`config.mk`:
```
export PLATFORM = sky130hd
export DESIGN_NAME = lsu_io_buffer
export DESIGN_NICKNAME = d
export VERILOG_FILES = /design/src/rtl/lsu_io_buffer.sv
export SDC_FILE = /design/constraint.sdc
export NUM_CORES = 1
export LEC_CHECK = 0
export CORE_MARGIN = 2
export CORE_UTILIZATION = 47
export DETAILED_ROUTE_END_ITERATION = 10
export PLACE_DENSITY = 0.85
export SLEW_MARGIN = 5
export SYNTH_ARGS = -nofsm -noshare
export SYNTH_HDL_FRONTEND = slang
export SYNTH_SLANG_ARGS = --single-unit
```
`constraint.sdc`:
```
create_clock -name i_clk -period 2.74 [get_ports i_clk]
set_clock_uncertainty 0.1 [all_clocks]
set_input_delay 0.548 -clock i_clk [delete_from_list [all_inputs] [get_ports i_clk]]
set_output_delay 0.548 -clock i_clk [all_outputs]
set_load 0.05 [all_outputs]
```
`src/rtl/lsu_io_buffer.sv`:
```
// Memory-mapped I/O and load-return stage behind the LSU decoder: output-buffer
// peripheral registers, debounced switch input, and 1-cycle aligned load return.
module lsu_io_buffer #(
  parameter int DEBOUNCE_CYCLES = 4,
  parameter int SW_WIDTH        = 17
) (
  input  logic        i_clk,
  input  logic        i_reset,
  input  logic [31:0] i_lsu_addr,
  input  logic [2:0]  i_funct3,
  input  logic        i_lsu_wren,
  input  logic        i_lsu_rden,
  input  logic [1:0]  i_sel_lsu,
  input  logic [3:0]  i_byte_en,
  input  logic [31:0] i_wdata_out_buff,
  input  logic [31:0] i_dmem_rdata,
  input  logic [31:0] i_io_sw,
  output logic [31:0] o_ld_data,
  output logic        o_ld_valid,
  output logic        o_misaligned,
  output logic [31:0] o_io_ledr,
  output logic [31:0] o_io_ledg,
  output logic [6:0]  o_io_hex0,
  output logic [6:0]  o_io_hex1,
  output logic [6:0]  o_io_hex2,
  output logic [6:0]  o_io_hex3,
  output logic [6:0]  o_io_hex4,
  output logic [6:0]  o_io_hex5,
  output logic [6:0]  o_io_hex6,
  output logic [6:0]  o_io_hex7,
  output logic [31:0] o_io_lcd
);

  localparam int CNT_W = (DEBOUNCE_CYCLES > 1) ? $clog2(DEBOUNCE_CYCLES) : 1;
  localparam logic [CNT_W-1:0] CNT_MAX = CNT_W'(DEBOUNCE_CYCLES - 1);

  logic [16:0]      ledr_q, ledr_d;
  logic [7:0]       ledg_q, ledg_d;
  logic [7:0][6:0]  hex_q, hex_d;
  logic [31:0]      lcd_q, lcd_d;

  logic [SW_WIDTH-1:0] sw_meta_q, sw_sync_q;
  logic [SW_WIDTH-1:0] sw_cand_q, sw_cand_d;
  logic [SW_WIDTH-1:0] sw_reg_q, sw_reg_d;
  logic [CNT_W-1:0]    deb_cnt_q, deb_cnt_d;

  logic        ld_pend_q, ld_pend_d;
  logic [1:0]  ld_sel_q, ld_sel_d;
  logic [1:0]  ld_off_q, ld_off_d;
  logic [2:0]  ld_funct3_q, ld_funct3_d;
  logic [31:0] ld_word_q, ld_word_d;

  function automatic logic [31:0] merge_lanes(input logic [31:0] old_w,
                                              input logic [31:0] wdata,
                                              input logic [3:0]  be);
    logic [31:0] r;
    r = old_w;
    for (int k = 0; k < 4; k++) begin
      if (be[k]) r[8*k +: 8] = wdata[8*k +: 8];
    end
    return r;
  endfunction

  logic [31:0] ledr_w, ledg_w, hexlo_w, hexhi_w, sw_w;
  logic [31:0] ledr_m, ledg_m, hexlo_m, hexhi_m, lcd_m;

  assign ledr_w  = {15'b0, ledr_q};
  assign ledg_w  = {24'b0, ledg_q};
  assign hexlo_w = {1'b0, hex_q[3], 1'b0, hex_q[2], 1'b0, hex_q[1], 1'b0, hex_q[0]};
  assign hexhi_w = {1'b0, hex_q[7], 1'b0, hex_q[6], 1'b0, hex_q[5], 1'b0, hex_q[4]};
  assign sw_w    = 32'(sw_reg_q);

  assign ledr_m  = merge_lanes(ledr_w,  i_wdata_out_buff, i_byte_en);
  assign ledg_m  = merge_lanes(ledg_w,  i_wdata_out_buff, i_byte_en);
  assign hexlo_m = merge_lanes(hexlo_w, i_wdata_out_buff, i_byte_en);
  assign hexhi_m = merge_lanes(hexhi_w, i_wdata_out_buff, i_byte_en);
  assign lcd_m   = merge_lanes(lcd_q,   i_wdata_out_buff, i_byte_en);

  // Unimplemented bits of each register are simply never stored.
  always_comb begin
    ledr_d = ledr_q;
    ledg_d = ledg_q;
    hex_d  = hex_q;
    lcd_d  = lcd_q;
    if (i_lsu_wren && (i_sel_lsu == 2'b10)) begin
      case (i_lsu_addr[14:12])
        3'd0: ledr_d = ledr_m[16:0];
        3'd1: ledg_d = ledg_m[7:0];
        3'd2: begin
          hex_d[0] = hexlo_m[6:0];
          hex_d[1] = hexlo_m[14:8];
          hex_d[2] = hexlo_m[22:16];
          hex_d[3] = hexlo_m[30:24];
        end
        3'd3: begin
          hex_d[4] = hexhi_m[6:0];
          hex_d[5] = hexhi_m[14:8];
          hex_d[6] = hexhi_m[22:16];
          hex_d[7] = hexhi_m[30:24];
        end
        3'd4: lcd_d = lcd_m;
        default: ;
      endcase
    end
  end

  // Candidate restarts on every change; commit once it has been stable long enough.
  always_comb begin
    sw_cand_d = sw_cand_q;
    deb_cnt_d = deb_cnt_q;
    sw_reg_d  = sw_reg_q;
    if (sw_sync_q != sw_cand_q) begin
      sw_cand_d = sw_sync_q;
      deb_cnt_d = '0;
    end else if (deb_cnt_q != CNT_MAX) begin
      deb_cnt_d = deb_cnt_q + CNT_W'(1);
    end
    if (deb_cnt_d == CNT_MAX) sw_reg_d = sw_cand_d;
  end

  logic [31:0] rd_word;
  always_comb begin
    rd_word = '0;
    case (i_sel_lsu)
      2'b01: rd_word = sw_w;
      2'b10: begin
        case (i_lsu_addr[14:12])
          3'd0:    rd_word = ledr_w;
          3'd1:    rd_word = ledg_w;
          3'd2:    rd_word = hexlo_w;
          3'd3:    rd_word = hexhi_w;
          3'd4:    rd_word = lcd_q;
          default: rd_word = '0;
        endcase
      end
      default: rd_word = '0;
    endcase
  end

  // A load issued together with a store is dropped; the store wins.
  always_comb begin
    ld_pend_d   = i_lsu_rden && !i_lsu_wren;
    ld_sel_d    = ld_sel_q;
    ld_off_d    = ld_off_q;
    ld_funct3_d = ld_funct3_q;
    ld_word_d   = ld_word_q;
    if (ld_pend_d) begin
      ld_sel_d    = i_sel_lsu;
      ld_off_d    = i_lsu_addr[1:0];
      ld_funct3_d = i_funct3;
      ld_word_d   = rd_word;
    end
  end

  logic [2:0]  f3_eff;
  logic [31:0] src_word, shifted, ext_data;
  logic        mis;

  always_comb begin
    case (ld_funct3_q)
      3'b000, 3'b001, 3'b010, 3'b100, 3'b101: f3_eff = ld_funct3_q;
      default:                                f3_eff = 3'b010;
    endcase
    case (ld_sel_q)
      2'b00:        src_word = i_dmem_rdata;
      2'b01, 2'b10: src_word = ld_word_q;
      default:      src_word = '0;
    endcase
    shifted = src_word >> {ld_off_q, 3'b000};
    case (f3_eff)
      3'b000:  ext_data = {{24{shifted[7]}}, shifted[7:0]};
      3'b100:  ext_data = {24'b0, shifted[7:0]};
      3'b001:  ext_data = {{16{shifted[15]}}, shifted[15:0]};
      3'b101:  ext_data = {16'b0, shifted[15:0]};
      default: ext_data = src_word;
    endcase
    mis = (((f3_eff == 3'b001) || (f3_eff == 3'b101)) && ld_off_q[0]) ||
          ((f3_eff == 3'b010) && (ld_off_q != 2'b00));
  end

  assign o_ld_valid   = ld_pend_q;
  assign o_misaligned = ld_pend_q && mis;
  assign o_ld_data    = (ld_pend_q && !mis) ? ext_data : '0;

  always_ff @(posedge i_clk or negedge i_reset) begin
    if (!i_reset) begin
      ledr_q      <= '0;
      ledg_q      <= '0;
      hex_q       <= '0;
      lcd_q       <= '0;
      sw_meta_q   <= '0;
      sw_sync_q   <= '0;
      sw_cand_q   <= '0;
      sw_reg_q    <= '0;
      deb_cnt_q   <= '0;
      ld_pend_q   <= 1'b0;
      ld_sel_q    <= '0;
      ld_off_q    <= '0;
      ld_funct3_q <= '0;
      ld_word_q   <= '0;
    end else begin
      ledr_q      <= ledr_d;
      ledg_q      <= ledg_d;
      hex_q       <= hex_d;
      lcd_q       <= lcd_d;
      sw_meta_q   <= i_io_sw[SW_WIDTH-1:0];
      sw_sync_q   <= sw_meta_q;
      sw_cand_q   <= sw_cand_d;
      sw_reg_q    <= sw_reg_d;
      deb_cnt_q   <= deb_cnt_d;
      ld_pend_q   <= ld_pend_d;
      ld_sel_q    <= ld_sel_d;
      ld_off_q    <= ld_off_d;
      ld_funct3_q <= ld_funct3_d;
      ld_word_q   <= ld_word_d;
    end
  end

  assign o_io_ledr = ledr_w;
  assign o_io_ledg = ledg_w;
  assign o_io_hex0 = hex_q[0];
  assign o_io_hex1 = hex_q[1];
  assign o_io_hex2 = hex_q[2];
  assign o_io_hex3 = hex_q[3];
  assign o_io_hex4 = hex_q[4];
  assign o_io_hex5 = hex_q[5];
  assign o_io_hex6 = hex_q[6];
  assign o_io_hex7 = hex_q[7];
  assign o_io_lcd  = lcd_q;

  logic unused_bits;
  assign unused_bits = ^{i_lsu_addr[31:15], i_lsu_addr[11:2], ledr_m[31:17], ledg_m[31:8],
                         hexlo_m[31], hexlo_m[23], hexlo_m[15], hexlo_m[7],
                         hexhi_m[31], hexhi_m[23], hexhi_m[15], hexhi_m[7]};

  if (SW_WIDTH < 32) begin : g_sw_unused
    logic unused_sw;
    assign unused_sw = ^i_io_sw[31:SW_WIDTH];
  end

endmodule

```
# Yosys cells after proc, flatten, opt, wreduce, memory -nomap -nowiden

Cells that the tools add are included.

Output and inout bits: 186
Input bits: 141
Word-level logic and storage cells: 89
Bits in registers: 223

Shift-type cells: 1
Equal/unequal tests: 19
$add $sub $neg: 1
Multiplexer cells: 9
Reduce and logical (&&, ||, !) cells: 33

Operators by type and width:

| operator                                            | count |
|---|---|
| case mux 32 bit (5 select lines)                    | 1 |
| case mux 32 bit (2 select lines)                    | 2 |
| case mux 32 bit (4 select lines)                    | 1 |
| AND reduction 3 bit                                 | 16 |
| two-way mux 32 bit                                  | 1 |
| right shift 32 x 5 -> 16 bit                        | 1 |
| two-way mux 17 bit                                  | 1 |
| != test 17 bit                                      | 1 |
| equality test 3 bit, second input constant          | 5 |
| equality test 3 x 2 -> 1 bit, second input constant | 4 |
| equality test 3 x 1 -> 1 bit, second input constant | 3 |
| logical NOT 3 bit                                   | 3 |
| equality test 2 bit, second input constant          | 3 |
| logical AND 1 bit                                   | 6 |
| OR reduction 5 bit                                  | 1 |
| equality test 2 x 1 -> 1 bit, second input constant | 2 |
| two-way mux 2 bit                                   | 2 |
| two-way mux 3 bit                                   | 1 |
| adder 2 x 1 -> 2 bit, second input constant         | 1 |
| logical NOT 1 bit                                   | 2 |
| logical NOT 2 bit                                   | 1 |
| logical OR 1 bit                                    | 2 |
| != test 2 bit, second input constant                | 1 |
| nonzero test 2 bit                                  | 1 |
| OR reduction 2 bit                                  | 1 |

# Depth between registers and ports, before layout

Word-level depth: 10
Depth in mapped cells: 9
Gate-level depth less buffers: 7

# Least setup slack after synthesis

No wires, ideal clock.

Path kind: register -> output
From: register ld_sel_q[0]
To: output port o_ld_data[0]
Stages on the path, launching flop included: 10
Data required time: 2092 ps
Buffers on the path: 2
Arrival: 2546 ps
Slack: -454 ps
Cell sequence: dfrtp_1 inv_1 ha_1 buf_2 buf_2 a22oi_1 nand2_1 o21ai_0 o21a_1 nor3_1

Word-level cells in the longest chain between the ends: 6
Elaborated cells on any way between the ends: 8
Classes of those cells: 2 x eq/ne; 1 x shift; 3 x mux; 2 x reduce/logical

Ends and longest elaborated chain:

| element                                                             | line | source |
|---|---|---|
| from (decl)                                                         | 48   | `logic [1:0] ld_sel_q, ld_sel_d;` |
| from (signal assigned)                                              | 212  | `ld_sel_q <= ld_sel_d;` |
| equality test 2 x 1 -> 1 bit or equality test 2 bit (tied branches) | 164  | `case (ld_sel_q)` |
| OR reduction 2 bit                                                  | 164  |  |
| case mux 32 bit (2 select lines) *                                  | 164  |  |
| right shift 32 x 5 -> 16 bit                                        | 169  | `shifted = src_word >> {ld_off_q, 3'b000};` |
| case mux 32 bit (4 select lines) *                                  | 170  | `case (f3_eff)` |
| two-way mux 32 bit *                                                | 183  | `assign o_ld_data = (ld_pend_q && !mis) ? ext_data : '0;` |
| to (decl)                                                           | 18   | `output logic [31:0] o_ld_data,` |

Mark *: on every way between the ends. The rest lies on a longest branch, timed or not.

# Worst setup path in the final report

From: register ld_sel_q[1]
To: output port o_ld_data[27]

Same word-level chain as after synthesis.

==> metrics.txt <==
endpoint type of the worst setup path output port; Rel. slew slack 23.9%; fin crit share 120%; Mapped Area 0.0105 sq mm; P_sw 3.44 mW; IO Pins 327; Post-Synth XOR/XNOR Area 1.42%; CTS tree built; met3 GRT Util approximately 5.3%; Hold WS 247 ps; WP data required approximately 2100 ps; initial antenna violation count 3; CP delay by family, top compound AO/OA/AOI/OAI gates; failing checks negative setup slack; DRT Wirelength between 30000 and 40000 microns; Place WS -351 ps; Slew @ Worst Pin 1140 ps; cell count after placement 1419; drt pass-1 iters 4; CORE AREA 0.0218 sq mm; post-DP HPWL 22900 microns; ranking of synthesized cells by area dfrtp_1 (53%), mux2_2 (14%), mux2i_1 (3.4%), buf_4 (2.9%), o21ai_0 (2.8%); cells after synthesis 883; routed len/inst 21.7 microns; Sequential Power Share a little under two fifths; FILL cells 1513; met2 Track Usage GR between 40 and 50%; commonest non-fill, non-tap cell in the layout dfrtp_1; Post-Synth Adder-Cell Area 0.478%; Pint 6.84 mW; Via density 5.60; worst flop-to-flop path startpoint sw_sync_q[5]$_DFF_PN0_; met1 Use GR about a third; worst-path fanout max 6; max incr delay on CP 390 ps; RSZ-0062 raised after global routing yes; Hold Startpoint sw_meta_q[16]$_DFF_PN0_; clock transition at the registers of the reported paths 60 ps; CTS buffer count 24; VDD IR-drop max 0.570 mV; Syn Area/Cell approximately 12 sq um; vias after detailed routing 8295; compound-gate portion of the synthesized area 12.8%; worst skew pair latency 510 ps; final slew viol count 0; Max H-tree Level 1; R2R Setup Slk 570 ps; Seq cells post-synth ~220; largest family of logic cells by synthesized area multiplexers; clock sink count 223; Synth Area in Simple Gates 8.12%; Hold Path End sw_sync_q[16]$_DFF_PN0_; First DRT Iteration DRCs 368; Final Wtd Congestion 0.867; number of global-route vias before repair ~8600; status finished, violations left; minimum clock period 3280 ps; Final Hold Vio Count 0; Clock power frac roughly a third; Final Setup Violations 32; Max clock buf depth 3; Max Fclk 305 MHz; chip height 153 microns; starting density of the core 47.9%; asr flop ratio synth 100%; Yosys top cell area share 53.3%; Die W 153 microns; Warnings, synthesis 0; most frequent cells in the layout dfrtp_1 (223), clkdlybuf4s50_1 (209), mux2_2 (130); Die Area 0.0235 sq mm; global-route layer with the greatest usage met2; Synth area leader dfrtp_1; number of synthesized flops with an enable pin 0; hold crit path type flop to flop; Crit path arrival time 2640 ps; mux contribution to synthesized area around 18%; total track usage 26.6%; R2R cell count 5; switching share of power 33.5%; fin cells 1480; min setup slack post-route -544 ps; slowest stage cell, crit path dfrtp_1; reg2reg end sw_reg_q[16]$_DFFE_PN0N_; Max Cap Viol 0; Seq/Total Area, Yosys a little over half; worst-path cell chain inv_2 > ha_4 > a22o_4 > a22o_4 > a32oi_4 > o32a_4 > buf_12 > a21oi_4 > buf_12; critical path launch point type flop; area delta synth->final 47.1%; DRC violations left 0; post-synth cell types 63; share of layout cells above drive strength 1 33.3%; total grt overflow 0; PortBufs 245; critical path class flop to output port; ANT nets after route 0; Gate power share a little under a third; # rows 54; P_leak 6.70 nW; worst path bufs/invs 3; Layout Nets 1327; worst hold path depth 0; Pwr Density 668 mW/mm^2; largest net degree at the start of global routing approximately 90; global-route wire length before repair 48900 microns; Main synth FF type dfrtp_1; clk root buf clkbuf_16
metal layers:
metal | routed length [microns] | vias to the layer above
met5 | 12 | -
li1 | - | 3674
met2 | 16600 | 353
met4 | 988 | 2
met3 | 2050 | 67
met1 | 12400 | 4199
kinds of logic after synthesis:
logic type,Yosys count
multiplexers,168
AO/OA/AOI/OAI,196
AND/OR/NAND/NOR,163
XOR/XNOR,17
buffers and inverters,111
other,1
flip-flops,223
adder cells (fa/ha/maj),4
Yosys cell counts, drive strengths merged, types with 3 or more instances:
cell	number
xnor2	15
nor3b	3
a221oi	7
clkbuf	39
buf	63
o21a	6
nor2	35
nand2	58
nor2b	5
a31oi	3
o221ai	6
o21ai	59
mux2i	37
nand3	6
nand2b	16
nand4	3
a2bb2oi	9
mux2	130
ha	4
inv	9
dfrtp	223
and2	8
a21oi	46
a22o	14
o211a	6
a22oi	30
nor3	19
layout make-up:
class / count / area [sq um] / share of cell area (%)
Clock inverter: 8 / 96.3 / 0.626
Multi-Input combinational cell: 587 / 4920 / 32.0
Timing Repair Buffer: 337 / 3670 / 23.9
Sequential cell: 223 / 5580 / 36.3
Tap cell: 280 / 350 / 2.28
Clock buffer: 34 / 729 / 4.74
Inverter: 9 / 33.8 / 0.219
Antenna cell: 2 / 5.00 / 0.0325
flip-flops by register name (all words and copies together), names as in the netlist, 3 cells and up:
name and cells:
sw_cand_q 17, sw_sync_q 17, o_io_hex1 7, ledr_q 17, o_io_hex4 7, o_io_hex3 7, ld_funct3_q 3, sw_meta_q 17
ledg_q 8, o_io_hex5 7, o_io_hex7 7, o_io_hex2 7, o_io_hex6 7, o_io_hex0 7, ld_word_q 32, o_io_lcd 32
sw_reg_q 17
power by group through the flow:
stage	sequential, mW	clock [mW]	combinational (mW)
after floorplan	4.60	0	1.01
after global placement	3.85	0	2.83
after detailed placement	3.87	0	2.86
after CTS	3.82	3.37	3.05
after global routing	3.86	3.53	3.27
final	3.82	3.32	3.14
metrics by stage:
step	total power [mW]	instance area [sq um]	util [%]	setup TNS, ps
after global placement	6.68	13900	63.9	-5570
final	10.3	15400	70.5	-14900
after global routing	10.7	15400	70.5	-17400
after CTS	10.2	15200	69.6	-15740
after floorplan	5.60	10700	-	-1840
after detailed placement	6.73	13900	63.9	-6410
timing repair:
| action | CTS | global route |
|---|---|---|
| setup endpoints to repair | 32 | 32 |
| buffers inserted | 10 | 5 |
| hold endpoints to repair | 56 | 0 |
| pin swaps | 26 | 19 |
| cloned | 2 | 0 |
| hold buffers | 1 | 0 |
| gates resized for setup | 68 | 32 |
how the worst max path moves through the flow:
| stage | startpoint | to | slack (ps) | cells after the start |
|---|---|---|---|---|
| finish | ld_sel_q[1]$_DFFE_PN0P_ | o_ld_data[27] | -540 | 9 |
| floorplan | ld_off_q[0]$_DFFE_PN0P_ | o_ld_data[15] | -200 | 5 |
| CTS | ld_sel_q[1]$_DFFE_PN0P_ | o_ld_data[28] | -590 | 9 |
| global placement | i_dmem_rdata[31] | o_ld_data[18] | -300 | 8 |
| detailed placement | i_dmem_rdata[31] | o_ld_data[19] | -350 | 8 |
| global route | ld_sel_q[1]$_DFFE_PN0P_ | o_ld_data[27] | -620 | 9 |
Note: power is estimated with default switching activity, not from simulation.
